## config.mk

```make
export PLATFORM = sky130hd
export DESIGN_NAME = exec_seq_ctrl
export DESIGN_NICKNAME = d
export VERILOG_FILES = /design/src/rtl/exec_pkg.sv /design/src/rtl/ccr_reg.sv /design/src/rtl/exec_seq_ctrl.sv
export SDC_FILE = /design/constraint.sdc
export NUM_CORES = 1
export LEC_CHECK = 0
export CAP_MARGIN = 20
export CORE_MARGIN = 4
export CORE_UTILIZATION = 43
export DETAILED_ROUTE_END_ITERATION = 16
export GPL_ROUTABILITY_DRIVEN = 0
export PLACE_DENSITY = 0.81
export RECOVER_POWER = 25
export SKIP_CTS_REPAIR_TIMING = 1
export SLEW_MARGIN = 25
export SYNTH_ARGS = -nofsm -noshare
export SYNTH_HDL_FRONTEND = slang
export SYNTH_SLANG_ARGS = --single-unit
```

## constraint.sdc

```tcl
create_clock -name clk -period 2.6 [get_ports clk]
set_input_delay 0.65 -clock clk [delete_from_list [all_inputs] [get_ports clk]]
set_output_delay 0.65 -clock clk [all_outputs]
set_load 0.1 [all_outputs]
```

## src/rtl/exec_pkg.sv

```systemverilog
// Shared constants and state encoding for the execute-stage sequencer.
package exec_pkg;

    localparam int unsigned DATA_W_DEF = 16;
    localparam int unsigned CNT_W_DEF  = 4;
    localparam int unsigned OP_W_DEF   = 3;

    localparam int unsigned FLAG_W = 3;
    localparam int unsigned FLAG_Z = 0;
    localparam int unsigned FLAG_N = 1;
    localparam int unsigned FLAG_C = 2;

    typedef enum logic {
        ST_IDLE = 1'b0,
        ST_BUSY = 1'b1
    } state_t;

endpackage

```

## src/rtl/ccr_reg.sv

```systemverilog
// Condition-code register {C,N,Z}; EXEC_CCR_SHADOW_EN adds a shadow copy with save/restore.
module ccr_reg
    import exec_pkg::*;
(
    input  logic              clk,
    input  logic              rst,
    input  logic              i_we,
    input  logic [FLAG_W-1:0] i_d,
`ifdef EXEC_CCR_SHADOW_EN
    input  logic              i_save,
    input  logic              i_restore,
`endif
    output logic [FLAG_W-1:0] o_flags
);

    logic [FLAG_W-1:0] r_flags;

`ifdef EXEC_CCR_SHADOW_EN
    logic [FLAG_W-1:0] r_shadow;

    // Restore beats a same-cycle ALU update; save+restore swaps the two registers.
    always_ff @(posedge clk or negedge rst) begin
        if (!rst) begin
            r_flags  <= '0;
            r_shadow <= '0;
        end else begin
            if (i_restore) begin
                r_flags <= r_shadow;
            end else if (i_we) begin
                r_flags <= i_d;
            end
            if (i_save) begin
                r_shadow <= r_flags;
            end
        end
    end
`else
    always_ff @(posedge clk or negedge rst) begin
        if (!rst) begin
            r_flags <= '0;
        end else if (i_we) begin
            r_flags <= i_d;
        end
    end
`endif

    assign o_flags = r_flags;

endmodule

```

## src/rtl/exec_seq_ctrl.sv

```systemverilog
// Execute-stage ALU sequencer: single-cycle pass-through and repeated single-bit shift steps.
// Optional CCR shadow save/restore ports are enabled with EXEC_CCR_SHADOW_EN.
module exec_seq_ctrl
    import exec_pkg::*;
#(
    parameter int unsigned DATA_W = DATA_W_DEF,
    parameter int unsigned CNT_W  = CNT_W_DEF,
    parameter int unsigned OP_W   = OP_W_DEF
) (
    input  logic              clk,
    input  logic              rst,
    input  logic              flush,
    input  logic              issue_valid,
    input  logic [OP_W-1:0]   issue_op,
    input  logic              issue_multi,
    input  logic [CNT_W-1:0]  issue_shamt,
    input  logic              issue_flag_we,
    input  logic [DATA_W-1:0] op_a,
    input  logic [DATA_W-1:0] op_b,
    input  logic [DATA_W-1:0] alu_result,
    input  logic [FLAG_W-1:0] alu_flags,
`ifdef EXEC_CCR_SHADOW_EN
    input  logic              ccr_save,
    input  logic              ccr_restore,
`endif
    output logic [OP_W-1:0]   alu_op,
    output logic [DATA_W-1:0] alu_a,
    output logic [DATA_W-1:0] alu_b,
    output logic              stall,
    output logic              res_valid,
    output logic [DATA_W-1:0] res_data,
    output logic [FLAG_W-1:0] flags
);

    state_t            r_state;
    logic [DATA_W-1:0] r_acc;
    logic [CNT_W-1:0]  r_cnt;
    logic [OP_W-1:0]   r_op;
    logic              r_flag_we;
    logic              r_res_valid;
    logic [DATA_W-1:0] r_res_data;

    logic w_idle_single;
    logic w_idle_last;
    logic w_busy_last;
    logic w_ccr_we;

    assign w_idle_single = (r_state == ST_IDLE) && issue_valid && !issue_multi;
    assign w_idle_last   = (r_state == ST_IDLE) && issue_valid && issue_multi
                           && (issue_shamt == CNT_W'(1));
    assign w_busy_last   = (r_state == ST_BUSY) && (r_cnt <= CNT_W'(1));

    // CCR is touched only when an ALU step completes an instruction.
    assign w_ccr_we = !flush && (((w_idle_single || w_idle_last) && issue_flag_we)
                                 || (w_busy_last && r_flag_we));

    // ALU operand steering and the front-end stall; all forced low while in reset.
    always_comb begin
        alu_op = '0;
        alu_a  = '0;
        alu_b  = '0;
        stall  = 1'b0;
        if (rst) begin
            if (r_state == ST_BUSY) begin
                alu_op = r_op;
                alu_a  = r_acc;
                alu_b  = DATA_W'(1);
                stall  = (r_cnt >= CNT_W'(2)) && !flush;
            end else if (issue_valid && !issue_multi) begin
                alu_op = issue_op;
                alu_a  = op_a;
                alu_b  = op_b;
            end else if (issue_valid && (issue_shamt != '0)) begin
                alu_op = issue_op;
                alu_a  = op_a;
                alu_b  = DATA_W'(1);
                stall  = (issue_shamt >= CNT_W'(2)) && !flush;
            end
        end
    end

    always_ff @(posedge clk or negedge rst) begin
        if (!rst) begin
            r_state     <= ST_IDLE;
            r_acc       <= '0;
            r_cnt       <= '0;
            r_op        <= '0;
            r_flag_we   <= 1'b0;
            r_res_valid <= 1'b0;
            r_res_data  <= '0;
        end else if (flush) begin
            r_state     <= ST_IDLE;
            r_cnt       <= '0;
            r_res_valid <= 1'b0;
        end else begin
            r_res_valid <= 1'b0;
            case (r_state)
                ST_IDLE: begin
                    if (issue_valid) begin
                        if (!issue_multi) begin
                            r_res_data  <= alu_result;
                            r_res_valid <= 1'b1;
                        end else if (issue_shamt == '0) begin
                            r_res_data  <= op_a;
                            r_res_valid <= 1'b1;
                        end else begin
                            r_acc     <= alu_result;
                            r_cnt     <= issue_shamt - CNT_W'(1);
                            r_op      <= issue_op;
                            r_flag_we <= issue_flag_we;
                            if (issue_shamt == CNT_W'(1)) begin
                                r_res_data  <= alu_result;
                                r_res_valid <= 1'b1;
                            end else begin
                                r_state <= ST_BUSY;
                            end
                        end
                    end
                end
                ST_BUSY: begin
                    r_acc <= alu_result;
                    if (r_cnt != '0) begin
                        r_cnt <= r_cnt - CNT_W'(1);
                    end
                    if (r_cnt <= CNT_W'(1)) begin
                        r_state     <= ST_IDLE;
                        r_res_data  <= alu_result;
                        r_res_valid <= 1'b1;
                    end
                end
                default: r_state <= ST_IDLE;
            endcase
        end
    end

    assign res_valid = r_res_valid;
    assign res_data  = r_res_data;

    ccr_reg u_ccr (
        .clk       (clk),
        .rst       (rst),
        .i_we      (w_ccr_we),
        .i_d       (alu_flags),
`ifdef EXEC_CCR_SHADOW_EN
        .i_save    (ccr_save),
        .i_restore (ccr_restore),
`endif
        .o_flags   (flags)
    );

endmodule

```

Word-level counts from Yosys, hierarchy flattened

Index checks and enable logic that the tools add are counted.

Register bits: 45
Input bits: 64
Word-level logic and storage cells: 95

Add/sub/neg operators: 2
Order comparisons: 3
Equality and inequality tests: 10
Muxes and demuxes: 46
Bitwise logic cells: 3
Reductions and logical operators: 23

Operators by type and width:

| kind                | count |
|---|---|
| $mux 16             | 15 |
| $pmux 16 s2         | 2 |
| $mux 4              | 5 |
| $mux 1              | 17 |
| $logic_and 1x1->1   | 12 |
| $mux 3              | 4 |
| $reduce_and 4->1    | 3 |
| $ne 3x3->1 const B  | 3 |
| $ge 4x2->1 const B  | 2 |
| $pmux 4 s2          | 1 |
| $reduce_bool 4->1   | 2 |
| $sub 4x1->4 const B | 2 |
| $ne 2x2->1 const B  | 3 |
| $reduce_and 5->1    | 1 |
| $eq 4x1->1 const B  | 1 |
| $le 4x1->1 const B  | 1 |
| $logic_not 4->1     | 1 |
| $ne 4x2->1 const B  | 1 |
| $pmux 1 s2          | 2 |
| $ne 3x2->1 const B  | 1 |
| $not 1->1           | 3 |
| $logic_not 1->1     | 2 |
| $logic_or 1x1->1    | 2 |
| $ne 2x1->1 const B  | 1 |

Longest topological paths before layout

Gate-level depths: netlist of the first run.

Depth after elaboration: 8
Mapped depth: 8

Modules after synthesis

A second synthesis of the first run with hierarchy kept.

Cells, all modules: 238
Area total of the unflattened synthesis: 2765.2 µm²

By module, submodules not included:

| module        | times used | cells an instance | area each (µm²) | seq. area each (µm²) |
|---|---|---|---|---|
| exec_seq_ctrl | 1          | 232               | 2656.3          | 1051.0 |
| ccr_reg       | 1          | 6                 | 108.9           | 75.1 |

Least setup slack after synthesis of the first run

OpenSTA, ideal clock, no wires.

Path kind: input to output
Start point: in issue_shamt[0]
End point: out stall
Data arrival time: 3.878 ns
Data required time: 1.950 ns
Path slack: -1.928 ns
Cell stages on the path: 6
Path buffers: 0
Cells stage by stage: inv_1 > ha_1 > nor3b_4 > nor3_1 > o41ai_1 > a21boi_0

Longest elaborated chain between the ends: 6
Elaborated cells on any way between the ends: 8
Those cells by class: order compare: 1; mux: 4; reduce/logical: 3

RTL lines:

| what                                            | line                                     | source |
|---|---|---|
| start, declared                                 | exec_seq_ctrl.sv:16                      | `input logic [CNT_W-1:0] issue_shamt,` |
| $ge 4x2->1 or $reduce_bool 4->1 (tied branches) | exec_seq_ctrl.sv:77, exec_seq_ctrl.sv:73 |  |
| $logic_and 1x1->1, on equally long branches     | exec_seq_ctrl.sv:77, exec_seq_ctrl.sv:73 |  |
| $mux 1 *                                        | exec_seq_ctrl.sv:73                      | `end else if (issue_valid && (issue_shamt != '0)) begin` |
| $mux 1 *                                        | exec_seq_ctrl.sv:69                      | `end else if (issue_valid && !issue_multi) begin` |
| $mux 1 *                                        | exec_seq_ctrl.sv:64                      | `if (r_state == ST_BUSY) begin` |
| $mux 1 *                                        | exec_seq_ctrl.sv:63                      | `if (rst) begin` |
| end, declared                                   | exec_seq_ctrl.sv:29                      | `output logic stall,` |

Mark *: on every way between the ends. The rest lies on a longest branch, timed or not.

Worst setup path after layout of the first run

Start point: in issue_shamt[2]
End point: out alu_a[15]

Longest elaborated chain between the ends: 6

RTL lines:

| what              | line                | source |
|---|---|---|
| $reduce_bool 4->1 | exec_seq_ctrl.sv:73 |  |
| $logic_and 1x1->1 | exec_seq_ctrl.sv:73 |  |
| $mux 16           | exec_seq_ctrl.sv:73 |  |
| $mux 16           | exec_seq_ctrl.sv:69 |  |
| $mux 16           | exec_seq_ctrl.sv:64 |  |
| $mux 16           | exec_seq_ctrl.sv:63 |  |
| end, declared     | exec_seq_ctrl.sv:27 | `output logic [DATA_W-1:0] alu_a,` |

No other way between the ends.

==> results.cfg, run 1 <==
[run_status]
status = finished, violations left
violations = setup timing

[logic_synthesis]
synth.avg_cell_area_um2 = 11.83
synth_top_area_share_pct = 40.50
synth_ff_type = dfrtp_1
synth-edff-count = 0
ys_seq_area_share_pct = 40.50
synthesis.nets = 307
synth_async_sr_flop_share_pct = 100.0
synth_cells = 235
synth_seq_cells = 45
syn-cell-area_um2 = 2780
yosysUniqueCellTypes = 40
synth_warnings = 0
synth_area_leaders = dfrtp_1 (41%), mux2_2 (15%), mux2_4 (11%), a22oi_1 (5.4%), nor2b_1 (4.5%)
synth_area_leader_cell = dfrtp_1

[power_and_ir_drop]
leakagePower_nw = 2.212
powerDensity_nw_per_um2 = 673.1
ir_worst_vdd_v = 0.0007798
p_total_mw = 3.435

[grt]
antenna_found_initial = 0
grt_pass1_vias = 2592
track_usage_pct = 20.89
grt_max_degree = 58
grt_overflow = 0
grt_pass1_wl_mm = 12.63

[timing]
clock.fmax_mhz = 383.7
setup_viol = 1
skew_ns = 0.006503
fin_crit_ns = 2.606
hold_viol_final = 0
setup_tns_ns = -0.006118
relSlewSlack_pct = 50.50
worstMarginPinSlew_ns = 0.7347
slew_viol_final = 0
post-route-period-util_pct = 100.2
fin_ws_ns = -0.006118
fin_hold_ws_ns = 0.4935

[floorplanning]
start_util_pct = 44.03
die_h_um = 88.41
num_rows = 29
coreArea_um2 = 6314
die_x_um = 88.41
die_area_um2 = 7816
io-pin-count = 120

[drt]
vias = 2514
drt.antenna.violating_nets = 0
wl_per_cell_um = 19.74
drc_errors = 0
drtIter0Drc = 93
firstDrtPassIters = 4
viasPerCell = 5.465
wirelength_mm = 9.079

[clocking]
numCtsBuffers = 5
cts_tree = built
clock_sinks = 45
path_clk_slew_ns = 0.08
htree_levels = 2
insertion_delay_ns = 0.30
clockBufferDepth = 2
clock-root-buffer = clkbuf_8

[finish]
diodes = 0
area_delta_synth_final_pct = 83.57
final_cell_mix = clkdlybuf4s50_1 (55), dfrtp_1 (45), buf_4 (44)
final_common_cell = clkdlybuf4s50_1
postLayoutCoreUtil_pct = 80.84
finalInstanceArea_um2 = 5104
layout.nets = 454
stdcell_count = 460
final_layout_size_suffix_gt1_share_pct = 57.18

[worst_setup_path]
end_kind = primary output
worst_setup_path_start_kind = primary input
crit_type = primary input to primary output
worst-endpoint-arrival_ns = 1.96
crit_fanout = 4
required_ns = 1.95

[placed_design]
placed_cell_area_um2 = 4770
port_buffers = 119
dp_cells = 448
place_hpwl_mm = 6.402
place_ws_ns = -0.3879

[min_path]
min_path_type = primary input to async pin

[run]
drv_cap = 0
## final cells by class
cell class / instances / area (um2)
timing repair buffer: 153 / 1876
sequential: 45 / 1126
clock inverter: 1 / 30.03
clock buffer: 7 / 86.33
inverter: 6 / 22.52
tap: 77 / 96.34
multi-input combinational: 171 / 1867
fill: 364 / 1210
## Yosys cell counts, types with 3 or more instances
master,n
nor2_1,7
inv_1,6
mux2_2,36
ha_1,8
nor3_1,4
mux2_4,20
clkbuf_1,4
and2_1,15
buf_2,4
nand2b_1,3
nand2_1,4
buf_6,3
a22oi_1,20
dfrtp_1,45
o21ai_0,4
nor2b_1,20
## critical path, cell delays in order
cell            delay [ns]
dlymetal6s2s_1        0.22
nor2_4                0.18
a31oi_4               0.10
buf_12                0.16
buf_6                 0.12
a22oi_1               0.26
nor2b_4               0.08
buf_12                0.17
## registers in the layout, summed over array words and instances (netlist names)
name / cells
r_state: 1
r_acc: 16
res_valid: 1
r_cnt: 4
res_data: 16
u_ccr.o_flags: 3
r_flag_we: 1
r_op: 3
## report_power, final
group | internal [mW] | switching [mW] | total, mW | leakage [nW]
Clock | 0.314 | 0.241 | 0.555 | 0.0585
Combinational | 0.639 | 1.24 | 1.88 | 1.61
Sequential | 0.875 | 0.127 | 1.00 | 0.540
Total | 1.83 | 1.61 | 3.44 | 2.21
## layer usage
metal / vias up / global-route usage, % / routed length [um]
li1: 1149 / - / -
met1: 1223 / 25.80 / 3571
met2: 122 / 35.28 / 4488
met3: 20 / 6.238 / 826
met4: 0 / 6.319 / 193
met5: - / 0 / 0
## path summary, 6_finish.rpt
path / from / to / slack (ns) / cells after the start
min in group clk: res_data[14] / res_data[14] / 0.52 / 1
max in group asynchronous: rst / r_cnt[3] / 1.70 / 2
max reg2reg: r_cnt[0] / res_data[12] / 0.35 / 6
max: issue_shamt[2] / alu_a[15] / -0.006 / 8
min reg2reg: res_data[14] / res_data[14] / 0.52 / 1
min: rst / r_acc[9] / 0.49 / 2
## kinds of logic (layout without fill, tap and decap cells)
logic type               count (synthesis)  count (layout)  synth area share [%]
AND/OR/NAND/NOR                         61              61                 13.19
multiplexers                            57              57                 25.74
flip-flops                              45              45                 40.50
AO/OA/AOI/OAI                           43              43                 12.38
buffers and inverters                   19             167                 3.960
adder cells (fa/ha/maj)                  8               8                 3.601
XOR/XNOR                                 2               2                0.6302
Note: power is estimated with default switching activity, not from simulation.
==> inputs of run 2 (changes only) <==
--- a/config.mk
+++ b/config.mk
@@ -13,7 +13,7 @@
 export PLACE_DENSITY = 0.81
 export RECOVER_POWER = 25
 export SKIP_CTS_REPAIR_TIMING = 1
-export SLEW_MARGIN = 25
+export SLEW_MARGIN = 20
 export SYNTH_ARGS = -nofsm -noshare
 export SYNTH_HDL_FRONTEND = slang
 export SYNTH_SLANG_ARGS = --single-unit
==> results of run 2 <==
Final layout, timing and power as in run 1 (identical DEF).
==> inputs of run 3 (changes only) <==
--- a/config.mk
+++ b/config.mk
@@ -13,7 +13,6 @@
 export PLACE_DENSITY = 0.81
 export RECOVER_POWER = 25
 export SKIP_CTS_REPAIR_TIMING = 1
-export SLEW_MARGIN = 20
 export SYNTH_ARGS = -nofsm -noshare
 export SYNTH_HDL_FRONTEND = slang
 export SYNTH_SLANG_ARGS = --single-unit
==> results of run 3 <==
Final layout, timing and power as in run 1 (identical DEF).
